**config.mk**
```make
export PLATFORM = sky130hd
export DESIGN_NAME = ddr_request_arbiter
export DESIGN_NICKNAME = d
export VERILOG_FILES = /design/src/rtl/ddr_pkg.sv /design/src/rtl/ddr_write_fifo.sv /design/src/rtl/ddr_request_arbiter.sv
export SDC_FILE = /design/constraint.sdc
export NUM_CORES = 1
export LEC_CHECK = 0
export ABC_AREA = 1
export CAP_MARGIN = 20
export CORE_AREA = 2 2 251 129
export DETAILED_ROUTE_END_ITERATION = 10
export DIE_AREA = 0 0 253 131
export HOLD_SLACK_MARGIN = 0.12
export MAX_ROUTING_LAYER = met4
export SYNTH_ARGS = -nofsm -noshare
export SYNTH_HDL_FRONTEND = slang
export SYNTH_HIERARCHICAL = 1
export SYNTH_SLANG_ARGS = --single-unit
export TNS_END_PERCENT = 5
```
**constraint.sdc**
```tcl
create_clock -name clk133_p -period 5.9 [get_ports clk133_p]
set_input_delay 1.77 -clock clk133_p [delete_from_list [all_inputs] [get_ports clk133_p]]
set_output_delay 1.77 -clock clk133_p [all_outputs]
set_load 0.01 [all_outputs]
```
**src/rtl/ddr_pkg.sv**
```systemverilog
// Shared definitions for the DDR command path: op encodings, address
// field layout and refresh timing defaults.
package ddr_pkg;

  // Command opcodes as seen by the SDRAM controller.
  typedef enum logic [1:0] {
    OP_READ    = 2'd0,
    OP_WRITE   = 2'd1,
    OP_REFRESH = 2'd2
  } ddr_op_e;

  // Internal grant decision of the arbiter for the current cycle.
  typedef enum logic [1:0] {
    GNT_NONE    = 2'd0,
    GNT_READ    = 2'd1,
    GNT_WRITE   = 2'd2,
    GNT_REFRESH = 2'd3
  } ddr_gnt_e;

  // Address layout {bank, row, col}.
  localparam int BA_W       = 2;
  localparam int ROW_W      = 13;
  localparam int COL_W      = 9;
  localparam int COL_LSB    = 0;
  localparam int ROW_LSB    = COL_LSB + COL_W;
  localparam int BA_LSB     = ROW_LSB + ROW_W;
  localparam int DDR_ADDR_W = BA_W + ROW_W + COL_W;

  // 7.8 us at 133 MHz.
  localparam int DEFAULT_REFRESH_INTERVAL = 1040;
  localparam int DEFAULT_REFRESH_URGENT   = 4;
  localparam int DEFAULT_REFRESH_MAX      = 8;

  // Build a command address from its bank/row/column fields.
  function automatic logic [DDR_ADDR_W-1:0] ddr_addr(
    input logic [BA_W-1:0]  ba,
    input logic [ROW_W-1:0] row,
    input logic [COL_W-1:0] col
  );
    return {ba, row, col};
  endfunction

endpackage

```
**src/rtl/ddr_write_fifo.sv**
```systemverilog
// Small synchronous FIFO buffering draw-engine writes ahead of arbitration.
// Push when full and pop when empty are ignored, so callers may be loose.
module ddr_write_fifo #(
  parameter int DEPTH = 4,
  parameter int WIDTH = 40,
  localparam int CNT_W = $clog2(DEPTH + 1)
) (
  input  logic             clk133_p,
  input  logic             rst,
  input  logic             push_i,
  input  logic [WIDTH-1:0] wdata_i,
  input  logic             pop_i,
  output logic [WIDTH-1:0] rdata_o,
  output logic             full_o,
  output logic             empty_o,
  output logic [CNT_W-1:0] count_o
);

  localparam int PTR_W = (DEPTH > 1) ? $clog2(DEPTH) : 1;
  localparam logic [PTR_W-1:0] LAST_PTR = PTR_W'(DEPTH - 1);
  localparam logic [CNT_W-1:0] FULL_CNT = CNT_W'(DEPTH);

  logic [WIDTH-1:0] mem_q [DEPTH];
  logic [PTR_W-1:0] wr_ptr_q, wr_ptr_d;
  logic [PTR_W-1:0] rd_ptr_q, rd_ptr_d;
  logic [CNT_W-1:0] count_q, count_d;
  logic             push_en, pop_en;

  assign full_o  = (count_q == FULL_CNT);
  assign empty_o = (count_q == '0);
  assign count_o = count_q;
  assign push_en = push_i && !full_o;
  assign pop_en  = pop_i && !empty_o;
  // Head entry is visible without a read cycle so a grant can pop and load
  // the command register at the same edge.
  assign rdata_o = mem_q[rd_ptr_q];

  // Pointer advance with explicit wrap and occupancy tracking.
  always_comb begin
    wr_ptr_d = wr_ptr_q;
    rd_ptr_d = rd_ptr_q;
    count_d  = count_q;
    if (push_en) begin
      wr_ptr_d = (wr_ptr_q == LAST_PTR) ? '0 : wr_ptr_q + PTR_W'(1);
    end
    if (pop_en) begin
      rd_ptr_d = (rd_ptr_q == LAST_PTR) ? '0 : rd_ptr_q + PTR_W'(1);
    end
    case ({push_en, pop_en})
      2'b10:   count_d = count_q + CNT_W'(1);
      2'b01:   count_d = count_q - CNT_W'(1);
      default: count_d = count_q;
    endcase
  end

  // Pointer/occupancy registers; reset empties the FIFO.
  always_ff @(posedge clk133_p) begin
    if (rst) begin
      wr_ptr_q <= '0;
      rd_ptr_q <= '0;
      count_q  <= '0;
    end else begin
      wr_ptr_q <= wr_ptr_d;
      rd_ptr_q <= rd_ptr_d;
      count_q  <= count_d;
    end
  end

  // Storage array; contents are don't-care until written.
  always_ff @(posedge clk133_p) begin
    if (push_en) begin
      mem_q[wr_ptr_q] <= wdata_i;
    end
  end

endmodule

```
**src/rtl/ddr_request_arbiter.sv**
```systemverilog
// Merges video reads, buffered draw writes and periodic auto-refresh into a
// single registered command stream towards the DDR controller.
module ddr_request_arbiter
  import ddr_pkg::*;
#(
  parameter int ADDR_W           = DDR_ADDR_W,
  parameter int DATA_W           = 16,
  parameter int REFRESH_INTERVAL = DEFAULT_REFRESH_INTERVAL,
  parameter int REFRESH_URGENT   = DEFAULT_REFRESH_URGENT,
  parameter int REFRESH_MAX      = DEFAULT_REFRESH_MAX
) (
  input  logic              clk133_p,
  input  logic              rst,
  input  logic              init_done,
  input  logic              rd_valid,
  input  logic [ADDR_W-1:0] rd_addr,
  output logic              rd_ready,
  input  logic              wr_valid,
  input  logic [ADDR_W-1:0] wr_addr,
  input  logic [DATA_W-1:0] wr_data,
  output logic              wr_ready,
  output logic              cmd_valid,
  output logic [1:0]        cmd_op,
  output logic [ADDR_W-1:0] cmd_addr,
  output logic [DATA_W-1:0] cmd_wdata,
  input  logic              cmd_ready,
  output logic              refresh_overrun
);

  localparam int FIFO_DEPTH = 4;
  localparam int FIFO_W     = ADDR_W + DATA_W;
  localparam int FIFO_CNT_W = $clog2(FIFO_DEPTH + 1);
  localparam int TMR_W      = $clog2(REFRESH_INTERVAL);
  localparam int PND_W      = $clog2(REFRESH_MAX + 1);

  localparam logic [TMR_W-1:0]      TMR_LAST   = TMR_W'(REFRESH_INTERVAL - 1);
  localparam logic [PND_W-1:0]      PND_URGENT = PND_W'(REFRESH_URGENT);
  localparam logic [PND_W-1:0]      PND_MAX    = PND_W'(REFRESH_MAX);
  localparam logic [FIFO_CNT_W-1:0] FIFO_FULL  = FIFO_CNT_W'(FIFO_DEPTH);

  // Output command slot.
  logic              cmd_valid_q, cmd_valid_d;
  ddr_op_e           cmd_op_q, cmd_op_d;
  logic [ADDR_W-1:0] cmd_addr_q, cmd_addr_d;
  logic [DATA_W-1:0] cmd_wdata_q, cmd_wdata_d;

  // Refresh bookkeeping.
  logic [TMR_W-1:0]  timer_q, timer_d;
  logic [PND_W-1:0]  pending_q, pending_d;
  logic              overrun_q, overrun_d;
  logic              refresh_fire;

  // Arbitration.
  logic              slot_free;
  ddr_gnt_e          gnt;

  // Write FIFO interface.
  logic              fifo_push;
  logic              fifo_pop;
  logic [FIFO_W-1:0] fifo_rdata;
  logic              fifo_full;
  logic              fifo_empty;
  logic [FIFO_CNT_W-1:0] fifo_count;

  // The slot can take a new command if it is empty or being drained now.
  assign slot_free = !cmd_valid_q || cmd_ready;

  // wr_ready follows registered occupancy only; a same-cycle pop does not
  // open a slot for the producer.
  assign wr_ready  = (fifo_count != FIFO_FULL);
  assign fifo_push = wr_valid && !fifo_full;
  assign fifo_pop  = (gnt == GNT_WRITE);
  assign rd_ready  = (gnt == GNT_READ);

  ddr_write_fifo #(
    .DEPTH (FIFO_DEPTH),
    .WIDTH (FIFO_W)
  ) u_write_fifo (
    .clk133_p (clk133_p),
    .rst      (rst),
    .push_i   (fifo_push),
    .wdata_i  ({wr_addr, wr_data}),
    .pop_i    (fifo_pop),
    .rdata_o  (fifo_rdata),
    .full_o   (fifo_full),
    .empty_o  (fifo_empty),
    .count_o  (fifo_count)
  );

  // Fixed-priority grant: urgent refresh, read, any refresh, write.
  always_comb begin
    gnt = GNT_NONE;
    if (slot_free && init_done) begin
      if (pending_q >= PND_URGENT) begin
        gnt = GNT_REFRESH;
      end else if (rd_valid) begin
        gnt = GNT_READ;
      end else if (pending_q != '0) begin
        gnt = GNT_REFRESH;
      end else if (!fifo_empty) begin
        gnt = GNT_WRITE;
      end
    end
  end

  // Refresh interval timer; frozen at zero until the controller is up.
  always_comb begin
    refresh_fire = init_done && (timer_q == TMR_LAST);
    if (!init_done || refresh_fire) begin
      timer_d = '0;
    end else begin
      timer_d = timer_q + TMR_W'(1);
    end
  end

  // Pending-refresh counter with saturation and sticky overrun flag.
  always_comb begin
    pending_d = pending_q;
    overrun_d = overrun_q;
    if (refresh_fire && (gnt != GNT_REFRESH)) begin
      if (pending_q == PND_MAX) begin
        overrun_d = 1'b1;
      end else begin
        pending_d = pending_q + PND_W'(1);
      end
    end else if (!refresh_fire && (gnt == GNT_REFRESH)) begin
      pending_d = pending_q - PND_W'(1);
    end
  end

  // Output slot: hold while stalled, otherwise load the grant or go idle.
  always_comb begin
    cmd_valid_d = cmd_valid_q;
    cmd_op_d    = cmd_op_q;
    cmd_addr_d  = cmd_addr_q;
    cmd_wdata_d = cmd_wdata_q;
    if (slot_free) begin
      cmd_valid_d = 1'b0;
      case (gnt)
        GNT_READ: begin
          cmd_valid_d = 1'b1;
          cmd_op_d    = OP_READ;
          cmd_addr_d  = rd_addr;
          cmd_wdata_d = '0;
        end
        GNT_WRITE: begin
          cmd_valid_d = 1'b1;
          cmd_op_d    = OP_WRITE;
          cmd_addr_d  = fifo_rdata[FIFO_W-1:DATA_W];
          cmd_wdata_d = fifo_rdata[DATA_W-1:0];
        end
        GNT_REFRESH: begin
          cmd_valid_d = 1'b1;
          cmd_op_d    = OP_REFRESH;
          cmd_addr_d  = '0;
          cmd_wdata_d = '0;
        end
        default: begin
          cmd_valid_d = 1'b0;
        end
      endcase
    end
  end

  // State registers; reset drops any held command.
  always_ff @(posedge clk133_p) begin
    if (rst) begin
      cmd_valid_q <= 1'b0;
      cmd_op_q    <= OP_READ;
      cmd_addr_q  <= '0;
      cmd_wdata_q <= '0;
      timer_q     <= '0;
      pending_q   <= '0;
      overrun_q   <= 1'b0;
    end else begin
      cmd_valid_q <= cmd_valid_d;
      cmd_op_q    <= cmd_op_d;
      cmd_addr_q  <= cmd_addr_d;
      cmd_wdata_q <= cmd_wdata_d;
      timer_q     <= timer_d;
      pending_q   <= pending_d;
      overrun_q   <= overrun_d;
    end
  end

  assign cmd_valid       = cmd_valid_q;
  assign cmd_op          = cmd_op_q;
  assign cmd_addr        = cmd_addr_q;
  assign cmd_wdata       = cmd_wdata_q;
  assign refresh_overrun = overrun_q;

endmodule

```
==> insert_results.sql <==
INSERT INTO impl_metrics (metric_group, metric, value, unit) VALUES
('run_status', 'status', 'completed', ''),
('finish', 'n_antenna_cell', '0', ''),
('sta', 'unrepaired_setup_endpoints_after_global_routing', 'no', ''),
('worst_setup_path', 'timing.reg2reg.setup_slack', '3.27', 'ns'),
('drt', 'drt-wirelength-per-cell', '17.57', 'um'),
('drt', 'highest-signal-layer', 'met4', ''),
('worst_setup_path', 'crit_arrival', '3.22', 'ns'),
('floorplan', 'core_area', '0.03108', 'mm2'),
('cts', 'clk_pin_slew', '0.06', 'ns'),
('logic_synthesis', 'netlist_instances', '798', ''),
('sta', 'fin_worst_skew', '0.02171', 'ns'),
('worst_setup_path', 'cells_traversed_along_the_worst_timing_path', 'clkdlybuf4s50_1 -> inv_2 -> nor2_4 -> nand2_4 -> nor2_1 -> clkdlybuf4s50_1', ''),
('logic_synthesis', 'synth_top_cells_by_count', 'sky130_fd_sc_hd__edfxtp_1 (160), sky130_fd_sc_hd__nor2_1 (119), sky130_fd_sc_hd__nand2_1 (86)', ''),
('worst_setup_path', 'critical-path-top-delay-family', 'buffers and inverters', ''),
('global_route', 'grt_remaining_overflow', '0', ''),
('floorplan', 'ios', '116', ''),
('power_and_ir_drop', 'internal_power', '3.066', 'mW'),
('worst_setup_path', 'crit_path_max_incr_delay', '0.54', 'ns'),
('cts', 'cts_resized', '0', ''),
('finish', 'nNetsFinal', '988', ''),
('sta', 'final.period_utilization', '0.8450', ''),
('logic_synthesis', 'top_post_synthesis_cells_by_area', 'sky130_fd_sc_hd__edfxtp_1 (52%), sky130_fd_sc_hd__dfxtp_1 (15%), sky130_fd_sc_hd__nor2_1 (4.9%)', ''),
('sta', 'tns', '0', 'ns'),
('power_and_ir_drop', 'power.sequential.fraction', '0.459', ''),
('drt', 'detail_route.wirelength', '23.39', 'mm'),
('power_and_ir_drop', 'max-vdd-ir-drop', '0.1992', 'mV'),
('power_and_ir_drop', 'cell_leakage_power', '3.853', 'nW'),
('worst_setup_path', 'setup.worst_path.end_class', 'primary output', ''),
('place', 'gp_routability_congestion', '0.7829', ''),
('logic_synthesis', 'synth-edff-count', '160', ''),
('logic_synthesis', 'postSynth.asyncResetShare', '0', ''),
('sta', 'maxSlewHeadroom', '0.2683', ''),
('drt', 'dr_wl_met3', '1.117', 'mm'),
('sta', 'hold_violations', '0', ''),
('job', 'drv_cap', '0', ''),
('global_route', 'antenna_found_initial', '0', ''),
('finish', 'final_util', '0.3622', ''),
('cts', 'clkLatencyLatePin', '0.52', 'ns'),
('finish', 'final_design_area_no_fill', '0.01126', 'mm2'),
('drt', 'drt-vias-per-instance', '4.695', ''),
('logic_synthesis', 'synthFlopType', 'sky130_fd_sc_hd__edfxtp_1', ''),
('worst_setup_path', 'critical_path_class', 'input pin to primary output', ''),
('sta', 'worst_slew_pin_slew', '1.095', 'ns'),
('worst_setup_path', 'worstSetupStartpointType', 'input pin', ''),
('logic_synthesis', 'yosysWarnings', '6', ''),
('drt', 'drt_drc_violations_left', '0', ''),
('logic_synthesis', 'post-synth-top-area-cell', 'sky130_fd_sc_hd__edfxtp_1', ''),
('drt', 'drt-initial-drc-count', '481', ''),
('floorplan', 'fp.dieH', '131', 'um'),
('worst_setup_path', 'crit_fanout', '4', ''),
('logic_synthesis', 'share_of_the_synthesized_area_in_the_top_cell_type', '0.5245', ''),
('cts', 'clkSinkCount', '228', ''),
('power_and_ir_drop', 'netSwitchingFraction', '0.3058', ''),
('sta', 'finalSetupViolCount', '0', ''),
('drt', 'antenna_left', '0', ''),
('floorplan', 'starting_utilization_of_the_core_area', '0.2947', ''),
('sta', 'timing.final.crit_period', '4.985', 'ns'),
('power_and_ir_drop', 'power_switching', '1.351', 'mW'),
('logic_synthesis', 'synth.yosys.seq_area_share', '0.6731', ''),
('cts', 'htreeDepth', '1', ''),
('cts', 'hold_bufs_at_cts', '0', ''),
('logic_synthesis', 'synthesized_area', '0.009160', 'mm2'),
('drt', 'met1Wirelength', '11.57', 'mm'),
('place', 'buffer_ports.inserted', '115', ''),
('sta', 'max_clock_freq', '200.6', 'MHz'),
('finish', 'syn2layout_area_growth', '22.89', '%'),
('finish', 'fillerInstances', '3067', ''),
('cts', 'cts_made_buffers', '22', ''),
('power_and_ir_drop', 'power_density_over_cell_area', '392.4', 'mW/mm2'),
('power_and_ir_drop', 'report.power.total', '4.417', 'mW'),
('sta', 'worst_hold_slack', '0.4516', 'ns');
## worst register-to-register path: stages (launching register included)
cell and delay [ns]:
sky130_fd_sc_hd__dfxtp_1 0.39, sky130_fd_sc_hd__inv_1 0.08, sky130_fd_sc_hd__nand2_1 0.18, sky130_fd_sc_hd__inv_1 0.06, sky130_fd_sc_hd__nand2_1 0.07, sky130_fd_sc_hd__nand2_1 0.06
sky130_fd_sc_hd__nand2_2 0.13, sky130_fd_sc_hd__nand2_4 0.24, sky130_fd_sc_hd__nor2_4 0.18, sky130_fd_sc_hd__nand2_1 0.10, sky130_fd_sc_hd__inv_1 0.07, sky130_fd_sc_hd__ha_1 0.15
sky130_fd_sc_hd__inv_1 0.07, sky130_fd_sc_hd__fa_1 0.39, sky130_fd_sc_hd__inv_1 0.07, sky130_fd_sc_hd__nand2_1 0.06, sky130_fd_sc_hd__nand3_1 0.08, sky130_fd_sc_hd__nand2_1 0.05
sky130_fd_sc_hd__inv_1 0.05, sky130_fd_sc_hd__nor2_1 0.04
## path summary, 6_finish.rpt
kind | start | end | cells after the start
worst max-delay path | init_done | rd_ready | 6
worst min-delay path | timer_q[0]$_SDFF_PP0_ | timer_q[0]$_SDFF_PP0_ | 1
worst max register to register | u_write_fifo/count_o[2]$_SDFFE_PP0P_ | u_write_fifo/count_o[2]$_SDFFE_PP0P_ | 19
worst min register to register | timer_q[0]$_SDFF_PP0_ | timer_q[0]$_SDFF_PP0_ | 1
## cells in the final DEF (no fill, tap or decap), types with 4 or more instances in the layout
cell	n
sky130_fd_sc_hd__a21oi_1	46
sky130_fd_sc_hd__a21oi_2	7
sky130_fd_sc_hd__buf_4	11
sky130_fd_sc_hd__clkbuf_1	7
sky130_fd_sc_hd__clkbuf_16	22
sky130_fd_sc_hd__clkdlybuf4s50_1	115
sky130_fd_sc_hd__clkinv_2	4
sky130_fd_sc_hd__dfxtp_1	66
sky130_fd_sc_hd__edfxtp_1	160
sky130_fd_sc_hd__ha_1	9
sky130_fd_sc_hd__inv_1	34
sky130_fd_sc_hd__nand2_1	86
sky130_fd_sc_hd__nand2_2	5
sky130_fd_sc_hd__nand2_4	4
sky130_fd_sc_hd__nand3_1	10
sky130_fd_sc_hd__nor2_1	115
sky130_fd_sc_hd__nor2_4	6
sky130_fd_sc_hd__nor3_1	7
sky130_fd_sc_hd__o21ai_0	64
sky130_fd_sc_hd__o21ai_1	67
sky130_fd_sc_hd__o22ai_1	40
## sequential cells by signal, indices dropped and copies added (netlist names), named ones only
name                   cells
cmd_valid                  1
u_write_fifo/rd_ptr_q      2
cmd_op                     2
timer_q                   11
pending_q                  4
u_write_fifo/count_o       3
u_write_fifo/mem_q       160
u_write_fifo/wr_ptr_q      2
cmd_addr                  24
refresh_overrun            1
cmd_wdata                 16
## power groups by stage
stage / Clock, mW / Sequential (mW) / Combinational (mW)
detailed placement: 0 / 2.06 / 1.04
CTS: 1.39 / 2.03 / 1.05
global placement: 0 / 2.06 / 1.03
finish: 1.36 / 2.03 / 1.03
global route: 1.46 / 2.05 / 1.15
floorplan: 0 / 2.06 / 0.639
## metrics by stage
step,cells,worst slack (ns)
finish,1331,0.9148
global route,1331,0.8415
CTS,1331,0.9155
detailed placement,1291,0.9167
global placement,1291,0.9166
floorplan,798,1.641
## metal layers
| metal | vias to the layer above | track usage |
|---|---|---|
| met5 | - | - |
| met4 | 0 | 0.02959 |
| met2 | 154 | 0.2186 |
| met3 | 23 | 0.02912 |
| met1 | 3035 | 0.2086 |
| li1 | 3037 | - |
## final cells by class
type,count,area [um2],share of cell area
flip-flops and latches,228,6171,0.5482
multi-input cells,489,2495,0.2216
repair buffers,126,1234,0.1096
clock buffers,30,590.6,0.05246
well taps,408,510.5,0.04535
inverters,40,166.4,0.01478
clock inverters,10,90.09,0.008003
## cells by family after synthesis
logic type / share of synthesized area
AND/OR/NAND/NOR: 0.1126
AO/OA/AOI/OAI: 0.1360
flip-flops: 0.6731
buffers and inverters: 0.05778
adder cells (fa/ha/maj): 0.01666
XOR/XNOR: 0.003825
Note: power is estimated with default switching activity, not from simulation.
